--- src/rtl/vtg_pkg.sv ---
`default_nettype none
// ============================================================================
// Module      : vtg_pkg
// Description : Shared definitions for the video timing generator: default
//               NinjaKun raster timing, the sync-offset type and the
//               half-open window compare helper.
// Revision    : 1.0 - initial release
// ============================================================================
package vtg_pkg;

    // Default NinjaKun raster timing (counts in pixel clocks / lines)
    localparam int c_RGB_W        = 12;
    localparam int c_CNT_W        = 9;
    localparam int c_H_TOTAL      = 384;
    localparam int c_H_ACT_START  = 16;
    localparam int c_H_ACT_END    = 272;
    localparam int c_H_SYNC_START = 295;
    localparam int c_H_SYNC_END   = 327;
    localparam int c_V_TOTAL      = 263;
    localparam int c_V_ACT_START  = 16;
    localparam int c_V_ACT_END    = 208;
    localparam int c_V_SYNC_START = 235;
    localparam int c_V_SYNC_END   = 242;

    // Signed screen-centring shift, -8..+7
    typedef logic signed [3:0] sync_off_t;

    // Half-open window test lo <= cnt < hi; callers zero-extend to 16 bits
    function automatic logic in_window(input logic [15:0] cnt,
                                       input logic [15:0] lo,
                                       input logic [15:0] hi);
        return (cnt >= lo) && (cnt < hi);
    endfunction

endpackage
`default_nettype wire

--- src/rtl/vtg_axis_counter.sv ---
`default_nettype none
// ============================================================================
// Module      : vtg_axis_counter
// Description : One raster axis: counter wrapping at TOTAL, wrap carry-out,
//               registered blank and active-low sync with a signed offset on
//               the sync window.
// Ports       : clk, rst_n      clock, asynchronous active-low reset
//               i_ce            update enable for blank/sync registers
//               i_step          count advance enable
//               i_off[3:0]      signed sync shift (already frame-latched)
//               o_cnt           current count
//               o_wrap          i_step while count is TOTAL-1
//               o_blank_nxt     blank decode of the current count
//               o_blank         registered blank, active-high
//               o_sync_n        registered sync, active-low
// Revision    : 1.0 - initial release
// ============================================================================
module vtg_axis_counter
    import vtg_pkg::*;
#(
    parameter int CNT_W      = c_CNT_W,
    parameter int TOTAL      = c_H_TOTAL,
    parameter int ACT_START  = c_H_ACT_START,
    parameter int ACT_END    = c_H_ACT_END,
    parameter int SYNC_START = c_H_SYNC_START,
    parameter int SYNC_END   = c_H_SYNC_END
) (
    input  logic             clk,
    input  logic             rst_n,
    input  logic             i_ce,
    input  logic             i_step,
    input  logic [3:0]       i_off,
    output logic [CNT_W-1:0] o_cnt,
    output logic             o_wrap,
    output logic             o_blank_nxt,
    output logic             o_blank,
    output logic             o_sync_n
);

    localparam logic [CNT_W-1:0] c_LAST = CNT_W'(TOTAL - 1);

    // The shifted sync window must stay inside 0..TOTAL-1 for every offset,
    // since the bounds are deliberately not wrapped modulo TOTAL.
    generate
        if (CNT_W < 4 || CNT_W > 15 || TOTAL > (1 << CNT_W) ||
            SYNC_START < 8 || SYNC_END + 7 > TOTAL) begin : g_bad_params
            $error("vtg_axis_counter: sync window leaves 0..TOTAL-1 for some offset");
        end
    endgenerate

    logic [CNT_W-1:0] r_cnt;
    logic             r_blank;
    logic             r_sync_n;
    logic [CNT_W:0]   w_off_ext;
    logic [CNT_W:0]   w_sync_lo;
    logic [CNT_W:0]   w_sync_hi;
    logic             w_sync_nxt;

    // Bounds carry one extra bit so SYNC_END+offset cannot alias
    assign w_off_ext   = {{(CNT_W-3){i_off[3]}}, i_off};
    assign w_sync_lo   = (CNT_W+1)'(SYNC_START) + w_off_ext;
    assign w_sync_hi   = (CNT_W+1)'(SYNC_END) + w_off_ext;

    assign o_wrap      = i_step && (r_cnt == c_LAST);
    assign o_blank_nxt = !in_window(16'(r_cnt), 16'(ACT_START), 16'(ACT_END));
    assign w_sync_nxt  = in_window(16'(r_cnt), 16'(w_sync_lo), 16'(w_sync_hi));

    always_ff @(posedge clk or negedge rst_n) begin
        if (!rst_n) begin
            r_cnt    <= '0;
            r_blank  <= 1'b1;
            r_sync_n <= 1'b1;
        end else begin
            if (i_step) begin
                r_cnt <= (r_cnt == c_LAST) ? '0 : r_cnt + CNT_W'(1);
            end
            if (i_ce) begin
                r_blank  <= o_blank_nxt;
                r_sync_n <= !w_sync_nxt;
            end
        end
    end

    assign o_cnt    = r_cnt;
    assign o_blank  = r_blank;
    assign o_sync_n = r_sync_n;

endmodule
`default_nettype wire

--- src/rtl/video_timing_gen.sv ---
`default_nettype none
// ============================================================================
// Module      : video_timing_gen
// Description : Parametrised raster timing generator running on clk_sys with
//               a pixel enable. Produces pixel position, blank/sync, blanked
//               RGB, a vblank-start strobe and a per-frame field toggle.
//               H/V sync offsets are sampled only at the frame boundary.
// Ports       : clk_sys, reset_n   system clock, async active-low reset
//               ce_pix             pixel enable, all state advances on it
//               h_off, v_off       signed sync shift, -8..+7
//               iRGB / oRGB        core colour in / blanked registered out
//               HPOS, VPOS         count minus active start (combinational)
//               HBLK, VBLK         blank, active-high
//               HSYN, VSYN         sync, active-low
//               vbl_stb            one clk_sys pulse at vblank start
//               field              toggles every frame
// Revision    : 1.0 - initial release
// ============================================================================
module video_timing_gen
    import vtg_pkg::*;
#(
    parameter int RGB_W        = c_RGB_W,
    parameter int CNT_W        = c_CNT_W,
    parameter int H_TOTAL      = c_H_TOTAL,
    parameter int H_ACT_START  = c_H_ACT_START,
    parameter int H_ACT_END    = c_H_ACT_END,
    parameter int H_SYNC_START = c_H_SYNC_START,
    parameter int H_SYNC_END   = c_H_SYNC_END,
    parameter int V_TOTAL      = c_V_TOTAL,
    parameter int V_ACT_START  = c_V_ACT_START,
    parameter int V_ACT_END    = c_V_ACT_END,
    parameter int V_SYNC_START = c_V_SYNC_START,
    parameter int V_SYNC_END   = c_V_SYNC_END
) (
    input  logic             clk_sys,
    input  logic             reset_n,
    input  logic             ce_pix,
    input  logic [3:0]       h_off,
    input  logic [3:0]       v_off,
    input  logic [RGB_W-1:0] iRGB,
    output logic [CNT_W-1:0] HPOS,
    output logic [CNT_W-1:0] VPOS,
    output logic [RGB_W-1:0] oRGB,
    output logic             HBLK,
    output logic             VBLK,
    output logic             HSYN,
    output logic             VSYN,
    output logic             vbl_stb,
    output logic             field
);

    logic [CNT_W-1:0] w_hcnt;
    logic [CNT_W-1:0] w_vcnt;
    logic             w_hwrap;
    logic             w_vwrap;
    logic             w_hblk_nxt;
    logic             w_vblk_nxt;

    sync_off_t        r_hs;
    sync_off_t        r_vs;
    logic [RGB_W-1:0] r_rgb;
    logic             r_vbl_stb;
    logic             r_field;

    vtg_axis_counter #(
        .CNT_W      (CNT_W),
        .TOTAL      (H_TOTAL),
        .ACT_START  (H_ACT_START),
        .ACT_END    (H_ACT_END),
        .SYNC_START (H_SYNC_START),
        .SYNC_END   (H_SYNC_END)
    ) u_h_axis (
        .clk         (clk_sys),
        .rst_n       (reset_n),
        .i_ce        (ce_pix),
        .i_step      (ce_pix),
        .i_off       (r_hs),
        .o_cnt       (w_hcnt),
        .o_wrap      (w_hwrap),
        .o_blank_nxt (w_hblk_nxt),
        .o_blank     (HBLK),
        .o_sync_n    (HSYN)
    );

    // Vertical count steps on the horizontal wrap, but its blank/sync
    // registers still update every pixel so both axes share one latency.
    vtg_axis_counter #(
        .CNT_W      (CNT_W),
        .TOTAL      (V_TOTAL),
        .ACT_START  (V_ACT_START),
        .ACT_END    (V_ACT_END),
        .SYNC_START (V_SYNC_START),
        .SYNC_END   (V_SYNC_END)
    ) u_v_axis (
        .clk         (clk_sys),
        .rst_n       (reset_n),
        .i_ce        (ce_pix),
        .i_step      (w_hwrap),
        .i_off       (r_vs),
        .o_cnt       (w_vcnt),
        .o_wrap      (w_vwrap),
        .o_blank_nxt (w_vblk_nxt),
        .o_blank     (VBLK),
        .o_sync_n    (VSYN)
    );

    assign HPOS = w_hcnt - CNT_W'(H_ACT_START);
    assign VPOS = w_vcnt - CNT_W'(V_ACT_START);

    always_ff @(posedge clk_sys or negedge reset_n) begin
        if (!reset_n) begin
            r_hs      <= '0;
            r_vs      <= '0;
            r_rgb     <= '0;
            r_vbl_stb <= 1'b0;
            r_field   <= 1'b0;
        end else begin
            // Rising edge of the next VBLK value; self-clears next clk_sys
            r_vbl_stb <= ce_pix & w_vblk_nxt & ~VBLK;
            if (ce_pix) begin
                r_rgb <= (w_hblk_nxt | w_vblk_nxt) ? '0 : iRGB;
            end
            // w_vwrap is the last pixel of the frame: offsets take effect
            // from count 0,0 of the next frame only.
            if (w_vwrap) begin
                r_hs    <= h_off;
                r_vs    <= v_off;
                r_field <= ~r_field;
            end
        end
    end

    assign oRGB    = r_rgb;
    assign vbl_stb = r_vbl_stb;
    assign field   = r_field;

endmodule
`default_nettype wire
--- config.mk ---
export PLATFORM = sky130hd
export DESIGN_NAME = video_timing_gen
export DESIGN_NICKNAME = d
export VERILOG_FILES = /design/src/rtl/vtg_pkg.sv /design/src/rtl/vtg_axis_counter.sv /design/src/rtl/video_timing_gen.sv
export SDC_FILE = /design/constraint.sdc
export NUM_CORES = 1
export LEC_CHECK = 0
export BUFFER_PORTS_ARGS = -buffer_cell sky130_fd_sc_hd__buf_2
export CAP_MARGIN = 20
export CORE_UTILIZATION = 50
export CTS_BUF_LIST = sky130_fd_sc_hd__clkbuf_2 sky130_fd_sc_hd__clkbuf_4 sky130_fd_sc_hd__clkbuf_8
export DETAILED_ROUTE_END_ITERATION = 7
export GPL_ROUTABILITY_DRIVEN = 0
export PLACE_DENSITY = 0.76
export REMOVE_ABC_BUFFERS = 1
export SYNTH_ARGS = -nofsm -noshare
export SYNTH_HDL_FRONTEND = slang
export SYNTH_HIERARCHICAL = 1
export SYNTH_SLANG_ARGS = --single-unit
--- constraint.sdc ---
create_clock -name clk_sys -period 3.3 [get_ports clk_sys]
set_input_delay 0.33 -clock clk_sys [delete_from_list [all_inputs] [get_ports clk_sys]]
set_output_delay 0.33 -clock clk_sys [all_outputs]
set_load 0.02 [all_outputs]
==> metrics.md, run 1 <==
| Metric | Value |
|---|---|
| Hold Path Cell Cnt | 2 |
| Rel. slew slack | 0.6494 |
| Final Cell Area | 0.003257 mm^2 |
| Sequential share of the synthesized area | 0.3934 |
| Cells after Synth | 272 |
| Endpoints failing hold | 0 |
| Worst Path Class, Setup | flip-flop to flip-flop |
| Number of flops mapped to enable cells by yosys | 0 |
| Fin worst setup slack | 0.8039 ns |
| Congestion Overflow GR | 0 |
| Min-delay src | v_off[3] |
| Max cap viols | 0 |
| Final WL | around 5300 um |
| Tcrit/Tclk final | 0.7564 |
| Async SR Flop Fraction | 1.000 |
| Pwr Density | 428.9 mW/mm^2 |
| Post-route ant nets | 0 |
| HP Class | input pin to flip-flop |
| Outcome | complete, no violations |
| Inserted Clock Buffers | 5 |
| Top Ports | 59 |
| Worst Reg-to-Reg Cells | 6 |
| CTS Buffer Depth | 2 |
| Count leader, synth | dfrtp_1 |
| First-pass GRT wire length | 9453 um |
| Setup violations, final | 0 |
| Via count | about 2.1k |
| Yosys warns | 6 |
| Clock sink count | 44 |
| Slew Limit Fails | 0 |
| Worst slack, placed | 0.8209 ns |
| Final Util | 0.6180 |
| DRC Markers | 0 |
| Skew-Pair Late Insertion Delay | 0.30 ns |
| Worst R2R Start | u_h_axis/o_cnt[5]$_DFFE_PN0P_ |
| Worst Setup Start Kind | flip-flop |
| Root buffer cell | clkbuf_8 |
| CP arrival | roughly 2.7 ns |
| Post-DP Area | around 0.0031 mm^2 |
| Flop-to-flop setup slack | 0.80 ns |
| Post-synth top area cell | dfrtp_1 |
| WP data required | 3.49 ns |
| Port Buffer Count | between 50 and 60 |
| DP HPWL | ~4000 um |
| Area share of the largest cell type after synthesis | 0.3560 |
| TritonCTS clock tree | built |
| Post-Syn Area | 0.002811 mm^2 |
| DR pass1 iterations | 4 |
| Die width | approximately 77 um |
| Avg Inst Size Synth | 10.34 um^2 |
| Worst slew pin tran | between 0.5 and 0.6 ns |
| Die area | 0.005927 mm^2 |
| Area contributors post-synth | dfrtp_1 (36%), ha_1 (14%), xor2_1 (5.0%) |
| Fin nets | 388 |
| Layout area overhead | 15.84% |
| Worst Hold Path EP | r_vs[3]$_DFFE_PN0P_ |
| Lkg Pwr | 1.603 nW |
| Synth cell types | 49 |
| Iter 0 DRT Violations | 125 |
| Main flop type after synthesis | dfrtp_1 |
| Final min period | between 2 and 2.5 ns |
| Clock skew after layout | 0.004889 ns |
| Post-synth top cells | dfrtp_1 (40), inv_1 (34), ha_1 (32) |
| RSZ-0062 raised after global routing | false |
| Die H | 76.99 um |
| Post-synthesis register bit count | between 40 and 50 |
| Max Freq | 400.6 MHz |
| Origin of the worst setup path | u_h_axis/o_cnt[5]$_DFFE_PN0P_ |
| Worst Path Max Fanout | 14 |
| VDD IR-drop max | 0.0002710 V |
| Layout cell share with drive strength beyond 1 | 0.2964 |
| Largest net degree at the start of global routing | 45 |
| H-tree depth | 2 |
| FP Rows | 26 |
| Crit end category | flip-flop |
| Initial antenna violation count | 0 |
| Clk slew on worst S/H paths | 0.08 ns |
| GRT Total Usage | 0.2017 |
| Reg-to-reg endpoint | r_vs[2]$_DFFE_PN0P_ |
| Setup_tns | 0 ns |
| Initial Util | 0.5335 |
| Drt via density | 5.193 |
| Pwr Total | 1.397 mW |
| Wire per inst | 13.21 um |
| CORE AREA | 0.005270 mm^2 |
| Vias in the first global route | 2,001 |
| Ant diodes | 0 |
## worst max path at each step
stage / endpoint / slack, ns / depth (start not counted)
2_1_floorplan: r_hs[0]$_DFFE_PN0P_ / 0.96 / 6
3_3_place_gp: r_vs[2]$_DFFE_PN0P_ / 0.89 / 6
3_5_place_dp: r_hs[2]$_DFFE_PN0P_ / 0.82 / 6
4_1_cts: r_vs[2]$_DFFE_PN0P_ / 0.80 / 6
5_1_grt: r_hs[0]$_DFFE_PN0P_ / 0.66 / 6
6_report: r_vs[2]$_DFFE_PN0P_ / 0.80 / 6
## metal layers
layer	part of all wire	track usage	routed length [um]
met1	0.48	0.2668	2566
met2	0.46	0.3268	2442
met3	0.048	0.03214	256
met4	0.013	0.08679	70
met5	0	0	0
## metrics by stage
stage	hold slack, ns	std cells
finish	0.2614	404
global route	0.2540	404
CTS	0.2194	402
detailed placement	0.4532	394
global placement	0.4550	394
floorplan	0.03441	265
## cells in the final DEF, fill, tap and decap left out, types with 2 or more instances in the layout
cell type / Yosys / final
buf_2: 2 / 58
dfrtp_1: 40 / 40
inv_1: 34 / 34
ha_1: 32 / 32
nand2_1: 17 / 17
xor2_1: 16 / 16
nor2_1: 12 / 12
nand3_1: 12 / 12
xnor2_1: 11 / 11
o22ai_2: 10 / 10
mux2_2: 9 / 9
a21oi_1: 7 / 7
nand4_1: 6 / 6
clkbuf_8: 0 / 5
o21ai_0: 5 / 5
nor3_1: 4 / 4
nand3b_1: 4 / 4
dfstp_2: 4 / 4
o22ai_1: 3 / 3
nor2b_1: 3 / 3
and3_1: 3 / 3
nor3b_1: 2 / 2
clkbuf_4: 0 / 2
nand2b_1: 2 / 2
and2_1: 2 / 2
o211ai_1: 2 / 2
a31oi_1: 2 / 2
a211o_1: 2 / 2
## cell families after synthesis
logic type | Yosys count | synth area share
fa+ha+maj | 32 | 0.1424
other cells | 1 | 0.001334
flops | 44 | 0.3934
simple gates | 81 | 0.1678
buf+inv | 41 | 0.06631
xor+xnor | 27 | 0.08411
compound gates | 35 | 0.09969
mux | 11 | 0.04495
## power breakdown
group          leakage (nW)  switching (mW)  internal, mW
clock                0.0491           0.177         0.165
sequential            0.591          0.0583         0.581
combinational         0.963           0.250         0.167
total                  1.60           0.484         0.912
## what timing repair did
| action | in CTS | in global routing |
|---|---|---|
| gates resized for setup | 0 | 0 |
| buffers inserted | 0 | 0 |
| hold endpoints to repair | 0 | 1 |
| hold buffers | 0 | 1 |
## cell type report
type                            count  area (um^2)
Sequential cell                    44         1106
Tap cell                           70        87.58
Clock buffer                        7        83.83
Inverter                           34        127.6
Timing Repair Buffer               61        327.8
Multi-Input combinational cell    187         1519
Clock inverter                      1        5.005
Fill cell                         480         2013
## critical path, cell delays in order, from the launching register on
cell     delay, ns
dfrtp_1       0.49
and4_4        0.30
nand4_4       0.13
nor3b_4       0.40
and2_1        0.24
and4_2        0.45
mux2_2        0.38
## registers in the layout, indices dropped and copies added, names as in the netlist
signal / flops
oRGB: 12
vbl_stb: 1
u_h_axis/o_blank: 1
u_h_axis/o_sync_n: 1
u_v_axis/o_sync_n: 1
field: 1
u_h_axis/o_cnt: 9
r_hs: 4
r_vs: 4
u_v_axis/o_cnt: 9
u_v_axis/o_blank: 1
Power figures use the tool's default switching activity.
==> run 2: changes to the inputs <==
==> constraint.sdc (replaced) <==
create_clock -name clk_sys -period 2.5 [get_ports clk_sys]
set_input_delay 0.25 -clock clk_sys [delete_from_list [all_inputs] [get_ports clk_sys]]
set_output_delay 0.25 -clock clk_sys [all_outputs]
set_load 0.02 [all_outputs]
==> run 2 against run 1 <==
  * Clock power is 58% higher
  * Wire length increased by 6.1%
  * Final cell count rose by 0.74%
  * Global-route usage increased by 0.23 points
  * Die area unchanged
  * Clock-buffer cell count down 1
  * Highest routed layer unchanged
  * Sequential power increased by 29%
  * Power is 40% higher
  * Clock skew is 0.0029 ns lower
==> metrics.md, run 2 (synthesis results as in run 1) <==
| Metric | Value |
|---|---|
| Outcome | complete, no violations |
| DR pass1 iterations | 4 |
| Final Util | 0.6265 |
| Port Buffer Count | 58 |
| DRC Markers | 0 |
| GRT Total Usage | 0.2040 |
| Iter 0 DRT Violations | 97 |
| Largest net degree at the start of global routing | 45 |
| Setup_tns | 0 ns |
| Initial Util | 0.5335 |
| Root buffer cell | clkbuf_8 |
| Clock sink count | between 40 and 50 |
| Commonest non-fill, non-tap cell in the layout | buf_2 |
| Lkg Pwr | 1.628 nW |
| Max reg flops | 12 |
| Skew-Pair Late Insertion Delay | a little under 0.3 ns |
| Area of the multi-input gates | 0.001519 mm^2 |
| Die width | 76.99 um |
| Pwr Total | 1.953 mW |
| DP HPWL | about 4100 um |
| Wire per inst | around 14 um |
| Top Ports | between 50 and 60 |
| Vias in the first global route | 2,048 |
| CORE AREA | 0.005270 mm^2 |
| WP buf/inv | 0 |
| Worst Reg-to-Reg Cells | 6 |
| CP top delay family | simple AND/OR/NAND/NOR gates |
| Drt via density | 5.199 |
| Worst Path Class, Setup | flip-flop to flip-flop |
| Congestion Overflow GR | 0 |
| Commonest non-fill, non-tap cells in the layout | buf_2 (58), dfrtp_1 (40), inv_1 (34) |
| Worst Setup Start Kind | flip-flop |
| CTS Buffer Depth | 2 |
| Hold Path Cell Cnt | 2 |
| Layout cell share with drive strength beyond 1 | 0.3027 |
| Post-route ant nets | 0 |
| Pwr Density | 591.5 mW/mm^2 |
| Worst Path Max Fanout | 14 |
| Clk slew on worst S/H paths | 0.08 ns |
| Inserted Clock Buffers | 5 |
| Initial antenna violation count | 0 |
| CP Cell Sequence | and4_4 > nand4_4 > nor3b_4 > and2_1 > and4_2 > mux2_2 |
| Die H | 76.99 um |
| Slowest cell on crit path | dfrtp_1 |
| WP data required | 2.68 ns |
| Tcrit/Tclk final | 0.9008 |
| HP Class | input pin to flip-flop |
| Worst slack, placed | 0.2858 ns |
| Die area | between 0.005 and 0.006 mm^2 |
| Fin worst setup slack | 0.2481 ns |
| Filler Cells Inserted | approximately 460 |
| Final min period | 2.252 ns |
| RSZ-0062 raised after global routing | false |
| Reg area | approximately 0.0011 mm^2 |
| Worst slew pin tran | around 0.57 ns |
| Rel. slew slack | 0.6147 |
| Layout area overhead | 17.45% |
| Final WL | ~5700 um |
| Max cap viols | 0 |
| Max Freq | 444.1 MHz |
| Clock skew after layout | 0.002002 ns |
| Slowest cell delay on critical path | 0.47 ns |
| Worst hold slack | 0.1863 ns |
| H-tree depth | 2 |
| Via count | ~2.1k |
| FP Rows | 26 |
| Fin nets | 391 |
| Ant diodes | 0 |
| Slew Limit Fails | 0 |
| Endpoints failing hold | 0 |
| Post-cts resize count | 0 |
| VDD IR-drop max | between 0.0002 and 0.0003 V |
| Crit end category | flip-flop |
| TritonCTS clock tree | built |
| CP arrival | 2.43 ns |
| Setup violations, final | 0 |
| First-pass GRT wire length | roughly 9700 um |
| Critical Path Stages | 6 |
run 2: cell count changes in the layout (fill, tap and decap cells not counted), sizes merged:
| cell | previous run | this run |
|---|---|---|
| bufinv | 0 | 1 |
| clkbuf | 7 | 6 |
| buf | 60 | 63 |
run 2: worst paths after layout:
kind	from	endpoint	slack (ns)
min	v_off[0]	r_vs[0]$_DFFE_PN0P_	0.19
min in group asynchronous	reset_n	oRGB[4]$_DFFE_PN0P_	0.43
max	u_h_axis/o_cnt[2]$_DFFE_PN0P_	r_hs[3]$_DFFE_PN0P_	0.25
min reg2reg	field$_DFFE_PN0P_	field$_DFFE_PN0P_	0.47
max reg2reg	u_h_axis/o_cnt[2]$_DFFE_PN0P_	r_hs[3]$_DFFE_PN0P_	0.25
max in group asynchronous	reset_n	u_v_axis/o_sync_n$_DFFE_PN1P_	1.50
run 2: cell type report:
class | instances | share of cell area
Sequential cell | 44 | 0.3350
Clock inverter | 2 | 0.01061
Tap cell | 70 | 0.02653
Clock buffer | 6 | 0.02311
Multi-Input combinational cell | 187 | 0.4600
Inverter | 34 | 0.03865
Timing Repair Buffer | 64 | 0.1061
run 2: timing repair:
action / in CTS / in global routing
hold endpoints to repair: 0 / 16
setup buffers: 0 / 0
endpoints found under the setup margin: 0 / 0
hold buffers: 0 / 1
run 2: power by group:
part           switching [mW]  internal (mW)
Sequential             0.0555          0.766
Clock                   0.232          0.307
Combinational           0.355          0.237
run 2: metrics by stage:
| step | instances | cell area (um^2) |
|---|---|---|
| global route | 407 | 3302 |
| finish | 407 | 3302 |
| CTS | 405 | 3272 |
| global placement | 397 | 3161 |
| detailed placement | 397 | 3161 |
| floorplan | 265 | 2753 |
run 2: per-layer routing:
metal	wire length, um	vias up	track usage	share of wire
li1	-	1049	-	-
met1	2639	1002	0.2756	0.47
met2	2684	60	0.3366	0.47
met3	279	5	0.03095	0.049
met4	55	0	0.06226	0.0097
met5	0	-	0	0
